`src/rtl/sp_pkg.sv`:
```
// Shared definitions for the shortest-path engine back end: memory widths,
// reserved predecessor/result words and the path-trace FSM encoding.
package sp_pkg;

  localparam int ADDR_W    = 14;
  localparam int DATA_W    = 16;
  localparam int MAX_NODES = 256;

  localparam logic [DATA_W-1:0] NODE_NONE = 16'hFFFF;
  localparam logic [DATA_W-1:0] PATH_TERM = 16'h0000;

  typedef enum logic [3:0] {
    IDLE,
    CNT_RD,
    CNT_WAIT,
    WR_TERM,
    WR_NODE,
    WR_RD,
    WR_WAIT,
    FAIL,
    DONE
  } state_t;

  // Both reserved words mean "this node has no predecessor".
  function automatic logic no_pred(input logic [DATA_W-1:0] word);
    return (word == NODE_NONE) || (word == PATH_TERM);
  endfunction

endpackage

```
`src/rtl/path_trace_writer.sv`:
```
// Walks the predecessor RAM from destination back to source (pass 1 counts hops,
// pass 2 re-walks and writes) so the result RAM holds the path source-first, 0-terminated.
module path_trace_writer
  import sp_pkg::*;
#(
  parameter int ADDR_W    = sp_pkg::ADDR_W,
  parameter int DATA_W    = sp_pkg::DATA_W,
  parameter int MAX_NODES = sp_pkg::MAX_NODES
) (
  input  logic              clock,
  input  logic              reset,
  input  logic              start,
  input  logic              n_exist_in,
  input  logic [DATA_W-1:0] source,
  input  logic [DATA_W-1:0] destination,
  output logic              pred_re,
  output logic [ADDR_W-1:0] pred_addr,
  input  logic [DATA_W-1:0] pred_data,
  output logic              out_we,
  output logic [ADDR_W-1:0] out_addr,
  output logic [DATA_W-1:0] out_data,
  output logic              busy,
  output logic              done,
  output logic              unreach,
  output logic [ADDR_W-1:0] path_len
);

  localparam logic [ADDR_W-1:0] HOP_LIMIT = ADDR_W'(MAX_NODES);
  localparam logic [ADDR_W-1:0] ADDR_ONE  = ADDR_W'(1);
  localparam logic [DATA_W-1:0] WORD_NONE = DATA_W'(NODE_NONE);
  localparam logic [DATA_W-1:0] WORD_TERM = DATA_W'(PATH_TERM);

  state_t            state_q;
  logic [DATA_W-1:0] src_q;
  logic [DATA_W-1:0] dst_q;
  logic [DATA_W-1:0] cur_q;
  logic [ADDR_W-1:0] len_q;
  logic [ADDR_W-1:0] waddr_q;
  logic              fail_last_q;
  logic              failed_q;

  logic              pred_re_q;
  logic [ADDR_W-1:0] pred_addr_q;
  logic              out_we_q;
  logic [ADDR_W-1:0] out_addr_q;
  logic [DATA_W-1:0] out_data_q;
  logic              busy_q;
  logic              done_q;
  logic              unreach_q;
  logic [ADDR_W-1:0] path_len_q;

  logic [ADDR_W-1:0] len_d;
  logic [DATA_W-1:0] node_d;
  logic [ADDR_W-1:0] waddr_d;
  logic              node_more_d;

  // The next node to write comes either from the destination (first node after
  // the terminator) or from the predecessor word returned for the previous node.
  always_comb begin
    // NOTE: every always_comb output gets a default first so no path infers a latch.
    len_d   = len_q + ADDR_ONE;
    node_d  = dst_q;
    waddr_d = len_q - ADDR_ONE;
    if (state_q == WR_RD) begin
      node_d  = pred_data;
      waddr_d = waddr_q - ADDR_ONE;
    end
    node_more_d = (node_d != src_q) && (waddr_d != '0);
  end

  always_ff @(posedge clock) begin
    if (reset) begin
      state_q     <= IDLE;
      src_q       <= '0;
      dst_q       <= '0;
      cur_q       <= '0;
      len_q       <= '0;
      waddr_q     <= '0;
      fail_last_q <= 1'b0;
      failed_q    <= 1'b0;
      pred_re_q   <= 1'b0;
      pred_addr_q <= '0;
      out_we_q    <= 1'b0;
      out_addr_q  <= '0;
      out_data_q  <= '0;
      busy_q      <= 1'b0;
      done_q      <= 1'b0;
      unreach_q   <= 1'b0;
      path_len_q  <= '0;
    end else begin
      // NOTE: sequential state uses non-blocking assignments only; strobes default
      // low here so each state raises them for exactly the cycle it needs.
      pred_re_q <= 1'b0;
      out_we_q  <= 1'b0;

      unique case (state_q)
        IDLE: begin
          if (start) begin
            src_q      <= source;
            dst_q      <= destination;
            cur_q      <= destination;
            len_q      <= ADDR_ONE;
            busy_q     <= 1'b1;
            done_q     <= 1'b0;
            unreach_q  <= 1'b0;
            path_len_q <= '0;
            failed_q   <= 1'b0;
            if (n_exist_in) begin
              state_q     <= FAIL;
              failed_q    <= 1'b1;
              fail_last_q <= 1'b0;
              out_we_q    <= 1'b1;
              out_addr_q  <= '0;
              out_data_q  <= WORD_NONE;
            end else if (destination == source) begin
              state_q    <= WR_TERM;
              out_we_q   <= 1'b1;
              out_addr_q <= ADDR_ONE;
              out_data_q <= WORD_TERM;
            end else begin
              state_q     <= CNT_RD;
              pred_re_q   <= 1'b1;
              pred_addr_q <= destination[ADDR_W-1:0];
            end
          end
        end

        CNT_RD: state_q <= CNT_WAIT;

        CNT_WAIT: begin
          // Hop limit is tested on the pre-increment length so len never overflows.
          if (no_pred(pred_data) || (len_q >= HOP_LIMIT)) begin
            state_q     <= FAIL;
            failed_q    <= 1'b1;
            fail_last_q <= 1'b0;
            out_we_q    <= 1'b1;
            out_addr_q  <= '0;
            out_data_q  <= WORD_NONE;
          end else begin
            len_q <= len_d;
            cur_q <= pred_data;
            if (pred_data == src_q) begin
              state_q    <= WR_TERM;
              out_we_q   <= 1'b1;
              out_addr_q <= len_d;
              out_data_q <= WORD_TERM;
            end else begin
              state_q     <= CNT_RD;
              pred_re_q   <= 1'b1;
              pred_addr_q <= pred_data[ADDR_W-1:0];
            end
          end
        end

        // The pred read for the next node overlaps the write of the current one.
        WR_TERM, WR_RD: begin
          state_q     <= WR_NODE;
          cur_q       <= node_d;
          waddr_q     <= waddr_d;
          out_we_q    <= 1'b1;
          out_addr_q  <= waddr_d;
          out_data_q  <= node_d;
          pred_re_q   <= node_more_d;
          pred_addr_q <= node_d[ADDR_W-1:0];
        end

        WR_NODE: begin
          if ((cur_q == src_q) || (waddr_q == '0)) begin
            state_q <= DONE;
          end else begin
            state_q <= WR_RD;
          end
        end

        FAIL: begin
          if (!fail_last_q) begin
            fail_last_q <= 1'b1;
            out_we_q    <= 1'b1;
            out_addr_q  <= ADDR_ONE;
            out_data_q  <= WORD_TERM;
          end else begin
            state_q <= DONE;
          end
        end

        DONE: begin
          state_q    <= IDLE;
          busy_q     <= 1'b0;
          done_q     <= 1'b1;
          unreach_q  <= failed_q;
          path_len_q <= failed_q ? '0 : len_q;
        end

        default: state_q <= IDLE;
      endcase
    end
  end

  assign pred_re   = pred_re_q;
  assign pred_addr = pred_addr_q;
  assign out_we    = out_we_q;
  assign out_addr  = out_addr_q;
  assign out_data  = out_data_q;
  assign busy      = busy_q;
  assign done      = done_q;
  assign unreach   = unreach_q;
  assign path_len  = path_len_q;

endmodule

```
`config.mk`:
```
export PLATFORM = sky130hd
export DESIGN_NAME = path_trace_writer
export DESIGN_NICKNAME = d
export VERILOG_FILES = /design/src/rtl/sp_pkg.sv /design/src/rtl/path_trace_writer.sv
export SDC_FILE = /design/constraint.sdc
export NUM_CORES = 1
export LEC_CHECK = 0
export ABC_AREA = 1
export CAP_MARGIN = 20
export CORE_MARGIN = 2
export CORE_UTILIZATION = 50
export DETAILED_ROUTE_END_ITERATION = 16
export GPL_TIMING_DRIVEN = 0
export PLACE_DENSITY = 0.75
export SKIP_LAST_GASP = 1
export SYNTH_ARGS = -nofsm -noshare
export SYNTH_HDL_FRONTEND = slang
export SYNTH_SLANG_ARGS = --single-unit
```
`constraint.sdc`:
```
create_clock -name clock -period 5.71 [get_ports clock]
set_clock_uncertainty 0.2 [all_clocks]
set_input_delay 1.4275 -clock clock [delete_from_list [all_inputs] [get_ports clock]]
set_output_delay 1.4275 -clock clock [all_outputs]
set_load 0.005 [all_outputs]
```
==> impl_table.tex, run 1 <==
\begin{tabular}{lr}
\hline
Metric & Value \\
\hline
\multicolumn{2}{l}{\textbf{Synth}} \\
Mean Syn Cell Area & 6.82 µm² \\
Syn\_nets & between 1k and 1.5k \\
Share of flip-flops with an asynchronous set or reset & 0\% \\
Area share of the leading cell type in the synthesized netlist & 38.5\% \\
Count of unique library cells instantiated by Yosys & 40 \\
Count of flip-flops with a built-in enable after synthesis & 0 \\
Part of the Yosys area used for sequential elements & 38.5\% \\
Top area cells in the synthesized netlist & dfxtp\_1, nand2\_1, nor2\_1 \\
Synth Register Bits & 145 \\
Count of mapped cells out of synthesis & 1107 \\
Cell type contributing the most total cell area after synthesis & dfxtp\_1 \\
Flip-flop cell with the highest count after synthesis & dfxtp\_1 \\
Syn. warnings & 0 \\
Netlist area before placement & 0.00755 mm² \\
\multicolumn{2}{l}{\textbf{Power}} \\
Portion of total power attributed to sequential cells & between 20\% and 30\% \\
P per Cell Area & between 600 and 700 mW/mm² \\
Internal Dissipation & 2.95 mW \\
Worst IR drop on VDD & 385 µV \\
Static power due to leakage & 3.89 nW \\
Post-layout total power & 5.71 mW \\
Switching power share of the total & 48.4\% \\
Clock power frac & 17.9\% \\
Combinational Power Share & 55.3\% \\
Net load switching power & 2.76 mW \\
\multicolumn{2}{l}{\textbf{Route}} \\
Top sig layer & met4 \\
Avg Vias per Cell & 5.60 \\
Total wire length after detailed routing & 26500 µm \\
Post-Route M1 WL & 12000 µm \\
Length of routed met2 wiring & about 11000 µm \\
Number of remaining DRC errors & 0 \\
Average detailed-routed wire length per instance & 18.4 µm \\
Amount of wire on met3 after detailed routing & 2990 µm \\
Initial drt markers & 1225 \\
Number of nets still failing antenna checks after routing & 0 \\
Detailed-router iteration count before antenna repair & 6 \\
Number of vias after detailed routing & 8052 \\
\multicolumn{2}{l}{\textbf{STA}} \\
Final critical-path share of the clock period & around 73\% \\
Max Transition Viols Final & 0 \\
Post-route setup TNS & 0 ns \\
Minimum clock period & 4.17 ns \\
Worst Max-Slew Pin Slew & 0.792 ns \\
Setup repair after global routing missed its margin & no \\
Highest Clock Rate & $\sim$240 MHz \\
Number of setup violations in the final report & 0 \\
Number of hold-slack violations in the final timing report & 0 \\
Headroom to the max-slew limit & 47.2\% \\
\multicolumn{2}{l}{\textbf{GRT}} \\
Grt ovf & 0 \\
Global-route wire length before repair & 41000 µm \\
Initial antenna violation count & 0 \\
GRT Util Overall & 33.3\% \\
Via count of the first global-routing pass & 7271 \\
Maximum number of pins on one net before global-route repair & 17 \\
\multicolumn{2}{l}{\textbf{Clock network}} \\
Clock transition time at the flip-flop clock pins of the worst setup and hold paths & about 0.06 ns \\
Number of setup buffers added after CTS & 0 \\
Number of clock buffers inserted by TritonCTS & 17 \\
Post-cts hold buffer count & 0 \\
Number of buffers on the longest clock path & 2 \\
Clk Latency, worst-skew pair & 0.43 ns \\
Maximum level of the CTS H-tree & 4 \\
Clock tree from TritonCTS & built \\
CTS resizes & 0 \\
Clock tree root driver cell & clkbuf\_16 \\
Clk sinks & 145 \\
\multicolumn{2}{l}{\textbf{Job}} \\
Reported max-cap violation count & 0 \\
\multicolumn{2}{l}{\textbf{Worst setup path}} \\
Data required, critical path & between 5 and 6 ns \\
First element of the critical path & pred\_data[15] \\
Critical path class & input pin to flip-flop \\
R2R Path End & src\_q[4]\$\_SDFFE\_PP0P\_ \\
Endpoint type of the worst setup path & flip-flop \\
Critical Path Fanout Max & 10 \\
Startpoint type of the worst setup path & input pin \\
Cell Chain, Critical Path & clkdlybuf4s50\_1 -> nor4\_1 -> nand4\_1 -> nand2\_2 -> nand2\_1 -> nand2\_2 -> clkbuf\_1 -> nand2\_1 -> a21oi\_1 \\
Max stage delay cell, worst path & clkbuf\_1 \\
Critical path arrival & approximately 4.3 ns \\
Worst setup endpoint & cur\_q[6]\$\_SDFFE\_PP0P\_ \\
R2R Setup Slk & 2.63 ns \\
Depth of the worst register-to-register path & 10 \\
Worst r2r src & state\_q[3]\$\_SDFFE\_PP0P\_ \\
Worst stage delay on the critical path & between 0.5 and 0.6 ns \\
\multicolumn{2}{l}{\textbf{Layout}} \\
Final std cells w/o fill & roughly 1.4k \\
Total Nets Final & roughly 1.3k \\
Synthesis-to-layout area growth & 25.2\% \\
Fill count & 1412 \\
Inserted Diodes & 0 \\
Leading cell types in the layout, fill and taps excluded & nand2\_1, nor2\_1, dfxtp\_1 \\
Most common cell after layout, fill and taps aside & nand2\_1 \\
Share of layout cells above drive strength 1 & 7.50\% \\
\multicolumn{2}{l}{\textbf{Run status}} \\
Run status & complete, no violations \\
\multicolumn{2}{l}{\textbf{Floorplan}} \\
Starting Density & 51.5\% \\
Die W & 127 µm \\
Core Footprint & 0.0146 mm² \\
Count of boundary I/O pins & roughly 120 \\
Std cell rows & 44 \\
Vert. Die Dim & $\sim$130 µm \\
Total die area & 0.0161 mm² \\
\multicolumn{2}{l}{\textbf{Worst hold path}} \\
Tightest Hold Check Type & flip-flop to flip-flop \\
\multicolumn{2}{l}{\textbf{Place}} \\
Number of placed cells counting well taps & around 1.4k \\
Weighted congestion reported at the end of routability-driven placement & 1.00 \\
Port buffer count & 114 \\
Half-perimeter wire length after detailed placement & around 20000 µm \\
\hline
\end{tabular}
state kept, by name (all words and copies together), names as in the netlist:
signal / count
pred_re: 1
src_q: 16
unreach: 1
out_addr: 14
waddr_q: 14
failed_q: 1
out_we: 1
path_len: 14
pred_addr: 14
dst_q: 16
fail_last_q: 1
cur_q: 16
out_data: 16
done: 1
busy: 1
state_q: 4
len_q: 14
worst min path at each step:
stage | startpoint | endpoint | cells after the start
finish | dst_q[15]$_SDFFE_PP0P_ | dst_q[15]$_SDFFE_PP0P_ | 2
global route | dst_q[15]$_SDFFE_PP0P_ | dst_q[15]$_SDFFE_PP0P_ | 2
CTS | dst_q[15]$_SDFFE_PP0P_ | dst_q[15]$_SDFFE_PP0P_ | 2
detailed placement | dst_q[15]$_SDFFE_PP0P_ | dst_q[15]$_SDFFE_PP0P_ | 2
global placement | dst_q[14]$_SDFFE_PP0P_ | dst_q[14]$_SDFFE_PP0P_ | 2
floorplan | dst_q[14]$_SDFFE_PP0P_ | dst_q[14]$_SDFFE_PP0P_ | 2
per-stage QoR:
| step | util (%) | hold WS (ns) | instance area (µm²) | worst slack, ns |
|---|---|---|---|---|
| 6_report | 64.6 | 0.259 | 9450 | 1.54 |
| 5_1_grt | 64.6 | 0.283 | 9450 | 1.48 |
| 4_1_cts | 64.6 | 0.257 | 9450 | 1.75 |
| 2_1_floorplan | - | 0.230 | 7550 | 2.71 |
| 3_3_place_gp | 60.9 | 0.243 | 8920 | 1.32 |
| 3_5_place_dp | 60.9 | 0.249 | 8920 | 1.31 |
power by group through the flow:
stage	sequential, mW	combinational [mW]	clock, mW
2_1_floorplan	1.51	2.05	0
3_3_place_gp	1.54	3.02	0
3_5_place_dp	1.54	3.05	0
4_1_cts	1.53	3.07	1.02
5_1_grt	1.56	3.47	1.08
6_report	1.53	3.16	1.02
logic make-up after synthesis:
| logic type | synth area share, % |
|---|---|
| AOI/OAI and AO/OA | 17.1 |
| xor gates and xnor gates | 5.57 |
| adders and majority gates | 0.663 |
| buffers and inverters | 8.72 |
| DFF | 38.5 |
| and+or+nand+nor | 29.5 |
critical path: cells and delay by family:
family	cells	cell delay, ns
compound gates	1	0.17
buf+inv	2	1.12
simple gates	6	1.62
cells in the mapped netlist, drive strengths merged (3+ instances only):
cell type and instances:
inv 111, or2 22, a21oi 99, clkbuf 31, nand3 51, o21ai 120
o21a 3, nor4 11, buf 20, xor2 17, nor3 24, nor2 159
dfxtp 145, a221o 7, nand2 216, nand3b 3, ha 4, xnor2 31
o211ai 4, nand4 20
layer usage:
metal  up-vias  GRT usage (%)
li1       3900              -
met1      3610           50.1
met2       492           47.7
met3        50           7.80
met4         0           8.53
met5         -              0
area by class of cell:
cell class	instances	area (µm²)	area share, %
sequential	145	2900	30.7
clock inverter	11	83.8	0.887
inverter	112	420	4.45
clock buffer	21	450	4.76
timing repair buffer	114	1140	12.1
buffer	51	238	2.51
tap	184	230	2.44
multi-input combinational	799	3990	42.2
Note: power is estimated with default switching activity, not from simulation.
==> run 2, diff against run 1 <==
==> constraint.sdc (replaced) <==
create_clock -name clock -period 4 [get_ports clock]
set_clock_uncertainty 0.2 [all_clocks]
set_input_delay 1 -clock clock [delete_from_list [all_inputs] [get_ports clock]]
set_output_delay 1 -clock clock [all_outputs]
set_load 0.005 [all_outputs]
==> results of run 2 <==
Same layout as run 1 (identical final DEF). Status: complete, no violations.
Main changes from that run: setup slack after placement 1.31 ns -> 0.0310 ns; setup slack after layout 1.54 ns -> 0.255 ns; register-to-register setup slack 2.63 ns -> 0.92 ns; total power 5.71 mW -> 8.16 mW; worst IR drop on VDD 385 µV -> 549 µV
==> edit 1: new RTL, flow settings as in run 1 <==
`DATA_W`: 16 -> 32.
--- a/src/rtl/sp_pkg.sv
+++ b/src/rtl/sp_pkg.sv
@@ -3,7 +3,7 @@
 package sp_pkg;
 
   localparam int ADDR_W    = 14;
-  localparam int DATA_W    = 16;
+  localparam int DATA_W    = 32;
   localparam int MAX_NODES = 256;
 
   localparam logic [DATA_W-1:0] NODE_NONE = 16'hFFFF;
Interface: changed (resized destination, out_data, pred_data and source); port bits go from 115 to 179. The function was not compared with the original's and may differ.
==> edit 1 against run 1 <==
  * Area after synthesis grew 50%
  * Final area increased by 51%
  * Routed wire length grew 73%
  * Power rose by 45%
  * Critical path depth increased by 4
  * Sequential cell count increased by 64
  * Setup slack improved by 60 ps
  * Via count up 60%
  * Critical path type unchanged
  * Critical endpoint is now cur_q[26]$_SDFFE_PP0P_
==> edit 1: results (changes against run 1) <==
===================================================================================
Worst reg-to-reg setup slack .........................................      2850 ps   +220 ps
Clock latency reported for the late side of the worst-skew pair ......       540 ps   +110 ps
Total number of sequential cells .....................................          209   +44%
Synth cell types .....................................................           38   -5.0%
Filler Cells Inserted ................................................         2154   +53%
Number of cells on the worst reg-to-reg path .........................            9   -1
Timing-limited maximum frequency .....................................    0.243 GHz   +1.5%
Average cell area after synthesis ....................................     6.58 um2   -3.5%
Overall power after layout ...........................................      8300 uW   +45%
Layout net count .....................................................         2025   +56%
GRT met2 Usage .......................................................        60.0%   +12 points
CP arrival ...........................................................      4380 ps   +50 ps
Post-synthesis net count .............................................         1822   +57%
First-pass GRT wire length ...........................................     69100 um   +69%
Via count of the first global-routing pass ...........................        12000   +65%
Peak ir drop on the vdd network ......................................       254 uV   -34%
Outcome .............................................................. complete, no violations
Setup crit start ..................................................... pred_data[6]
Sequential Power .....................................................      2250 uW   +47%
Number of DRC markers after the initial detailed-route iteration .....         1392   +14%
Placed wire-length estimate after detailed placement .................     33900 um   +69%
Number of buffers added by the clock tree synthesis step .............           24   +7
PD cells .............................................................   583 mW/mm2   -3.5%
Worst hold margin ....................................................       253 ps   -6.60 ps
Sum of met2 wire segment lengths after detailed routing ..............     20000 um   +83%
Reg2Reg Launch Point ................................................. state_q[1]$_SDFFE_PP0P_
Detailed Route WL ....................................................     45800 um   +73%
Final Util ...........................................................        63.4%   -1.1 points
Share of final layout cell area taken by clock buffers and inverters .        5.64%   -0.0072 points
Final-layout non-clock buffer area share .............................        15.5%   +0.95 points
===================================================================================
[edit 1: logic make-up after synthesis]
kind of cell / count (synthesis) / share of synthesized area [%]
AND/OR/NAND/NOR: 844 / 31.9
AO/OA/AOI/OAI: 359 / 16.8
buffers and inverters: 238 / 8.87
flip-flops: 209 / 37.0
XOR/XNOR: 64 / 4.96
adder cells (fa/ha/maj): 4 / 0.443
[edit 1: worst max-delay path, stage by stage]
cell and delay, ps:
sky130_fd_sc_hd__clkdlybuf4s50_1 490, sky130_fd_sc_hd__inv_1 180, sky130_fd_sc_hd__nand4_1 120, sky130_fd_sc_hd__nor2_1 170
sky130_fd_sc_hd__nand2_1 70, sky130_fd_sc_hd__nand2_1 170, sky130_fd_sc_hd__nand2_1 140, sky130_fd_sc_hd__nand2_2 210
sky130_fd_sc_hd__nand2_2 210, sky130_fd_sc_hd__nand2_2 270, sky130_fd_sc_hd__clkbuf_1 590, sky130_fd_sc_hd__o21ai_0 170
sky130_fd_sc_hd__a21oi_1 150
==> edit 2: new RTL, config.mk and constraints of run 1 <==
Without the edit above. The 9 states of `state_t` get a Gray code encoding in 4 bits.
--- a/src/rtl/sp_pkg.sv
+++ b/src/rtl/sp_pkg.sv
@@ -10,15 +10,15 @@
   localparam logic [DATA_W-1:0] PATH_TERM = 16'h0000;
 
   typedef enum logic [3:0] {
-    IDLE,
-    CNT_RD,
-    CNT_WAIT,
-    WR_TERM,
-    WR_NODE,
-    WR_RD,
-    WR_WAIT,
-    FAIL,
-    DONE
+    IDLE     = 4'b0000,
+    CNT_RD   = 4'b0001,
+    CNT_WAIT = 4'b0011,
+    WR_TERM  = 4'b0010,
+    WR_NODE  = 4'b0110,
+    WR_RD    = 4'b0111,
+    WR_WAIT  = 4'b0101,
+    FAIL     = 4'b0100,
+    DONE     = 4'b1100
   } state_t;
 
   // Both reserved words mean "this node has no predecessor".
Function: same outputs for any inputs over 4 cycles, from zero or initial values and one cycle with reset high; so few cycles prove little.
==> edit 2 against run 1 <==
  * Combinational power decreased by 36%
  * Setup slack improved by 150 ps
  * Non-clock buffer count increased by 3
  * Utilization decreased by 0.35 points
  * Area after synthesis increased by 3.2%
  * Critical path depth increased by 2
  * Routed wire length increased by 9.4%
  * First-iteration DRC count decreased by 22%
  * Final area increased by 3.3%
  * Power decreased by 19%
  * Sequential cell count unchanged
  * Critical path type unchanged
  * Largest power group unchanged
==> edit 2: results (changes against run 1) <==
======================================================================
Global router's overall resource usage ..................        35.5%   +2.3 points
Endpoint of the most critical register-to-register path . out_addr[4]$_SDFFE_PP0P_
Peak ir drop on the vdd network .........................       328 uV   -15%
Sequential fraction of the synthesis area ...............        37.3%   -1.2 points
Worst hold margin .......................................       257 ps   -2.29 ps
Synth cell types ........................................           47   +18%
Most numerous cell types in the synthesized netlist ..... 284 x sky130_fd_sc_hd__nand2_1, 145 x sky130_fd_sc_hd__dfxtp_1, 144 x sky130_fd_sc_hd__a21oi_1, 118 x sky130_fd_sc_hd__inv_1, 83 x sky130_fd_sc_hd__nand3_1
Length of routed met3 wiring ............................      3720 um   +25%
Filler Cells Inserted ...................................         1432   +1.4%
Layout net count ........................................         1338   +3.2%
Xor-xnor portion of the synthesized cell area ...........        4.72%   -0.85 points
Compound-cell area share of the yosys netlist ...........        17.9%   +0.79 points
Antenna violations before repair ........................            1   +1
Worst reg-to-reg setup slack ............................      2720 ps   +90 ps
Synthesized-area fraction occupied by adder cells .......       0.642%   -0.021 points
Count of vias placed by the detailed router .............         8455   +5.0%
Placed wire-length estimate after detailed placement ....     22500 um   +12%
Reported leakage power ..................................   0.00401 uW   +3.2%
Detail-routed net length per standard cell ..............      19.5 um   +6.0%
Cell with the largest stage delay on the worst path ..... sky130_fd_sc_hd__clkdlybuf4s50_1
Outcome ................................................. complete, no violations
Delay of the slowest critical-path stage ................       560 ps   -20 ps
Ratio of cells with drive above 1 in the final layout ...        7.72%   +0.22 points
Cell types occupying the most area after synthesis ...... sky130_fd_sc_hd__dfxtp_1 37%, sky130_fd_sc_hd__nand2_1 14%, sky130_fd_sc_hd__a21oi_1 9.3%
Min-Delay Endpoint ...................................... dst_q[10]$_SDFFE_PP0P_
Detailed-routing wirelength on met1 .....................     12700 um   +6.2%
Number of cells on the worst reg-to-reg path ............           13   +3
Via count of the first global-routing pass ..............         7741   +6.5%
======================================================================
edit 2: area by class of cell:
type / instances / share of cell area, %
plain buffers: 53 / 2.63
flip-flops and latches: 145 / 29.7
repair buffers: 115 / 11.8
clock inverters: 14 / 1.63
multi-input cells: 823 / 42.6
well taps: 188 / 2.41
clock buffers: 18 / 4.40
inverters: 127 / 4.88
edit 2: power by group:
group          internal [uW]  leakage (uW)  total, uW  switching (uW)
registers               1260       0.00118       1450             187
logic                    734       0.00254       2020            1290
clock network            623      0.000290       1130             511
edit 2: per-stage QoR:
stage                     area, um2  util (%)  std cells  setup WS, ps
after floorplan                7790         -       1148          2690
after global placement         9170      60.3       1450          1400
after detailed placement       9170      60.3       1450          1380
after CTS                      9750      64.2       1482          1820
after global routing           9760      64.2       1483          1490
final                          9760      64.2       1483          1690
edit 2: critical path, delay by kind of cell:
| family | cells | cell delay (ps) |
|---|---|---|
| and+or+nand+nor | 6 | 1350 |
| buffers and inverters | 3 | 1090 |
| AOI/OAI and AO/OA | 2 | 310 |
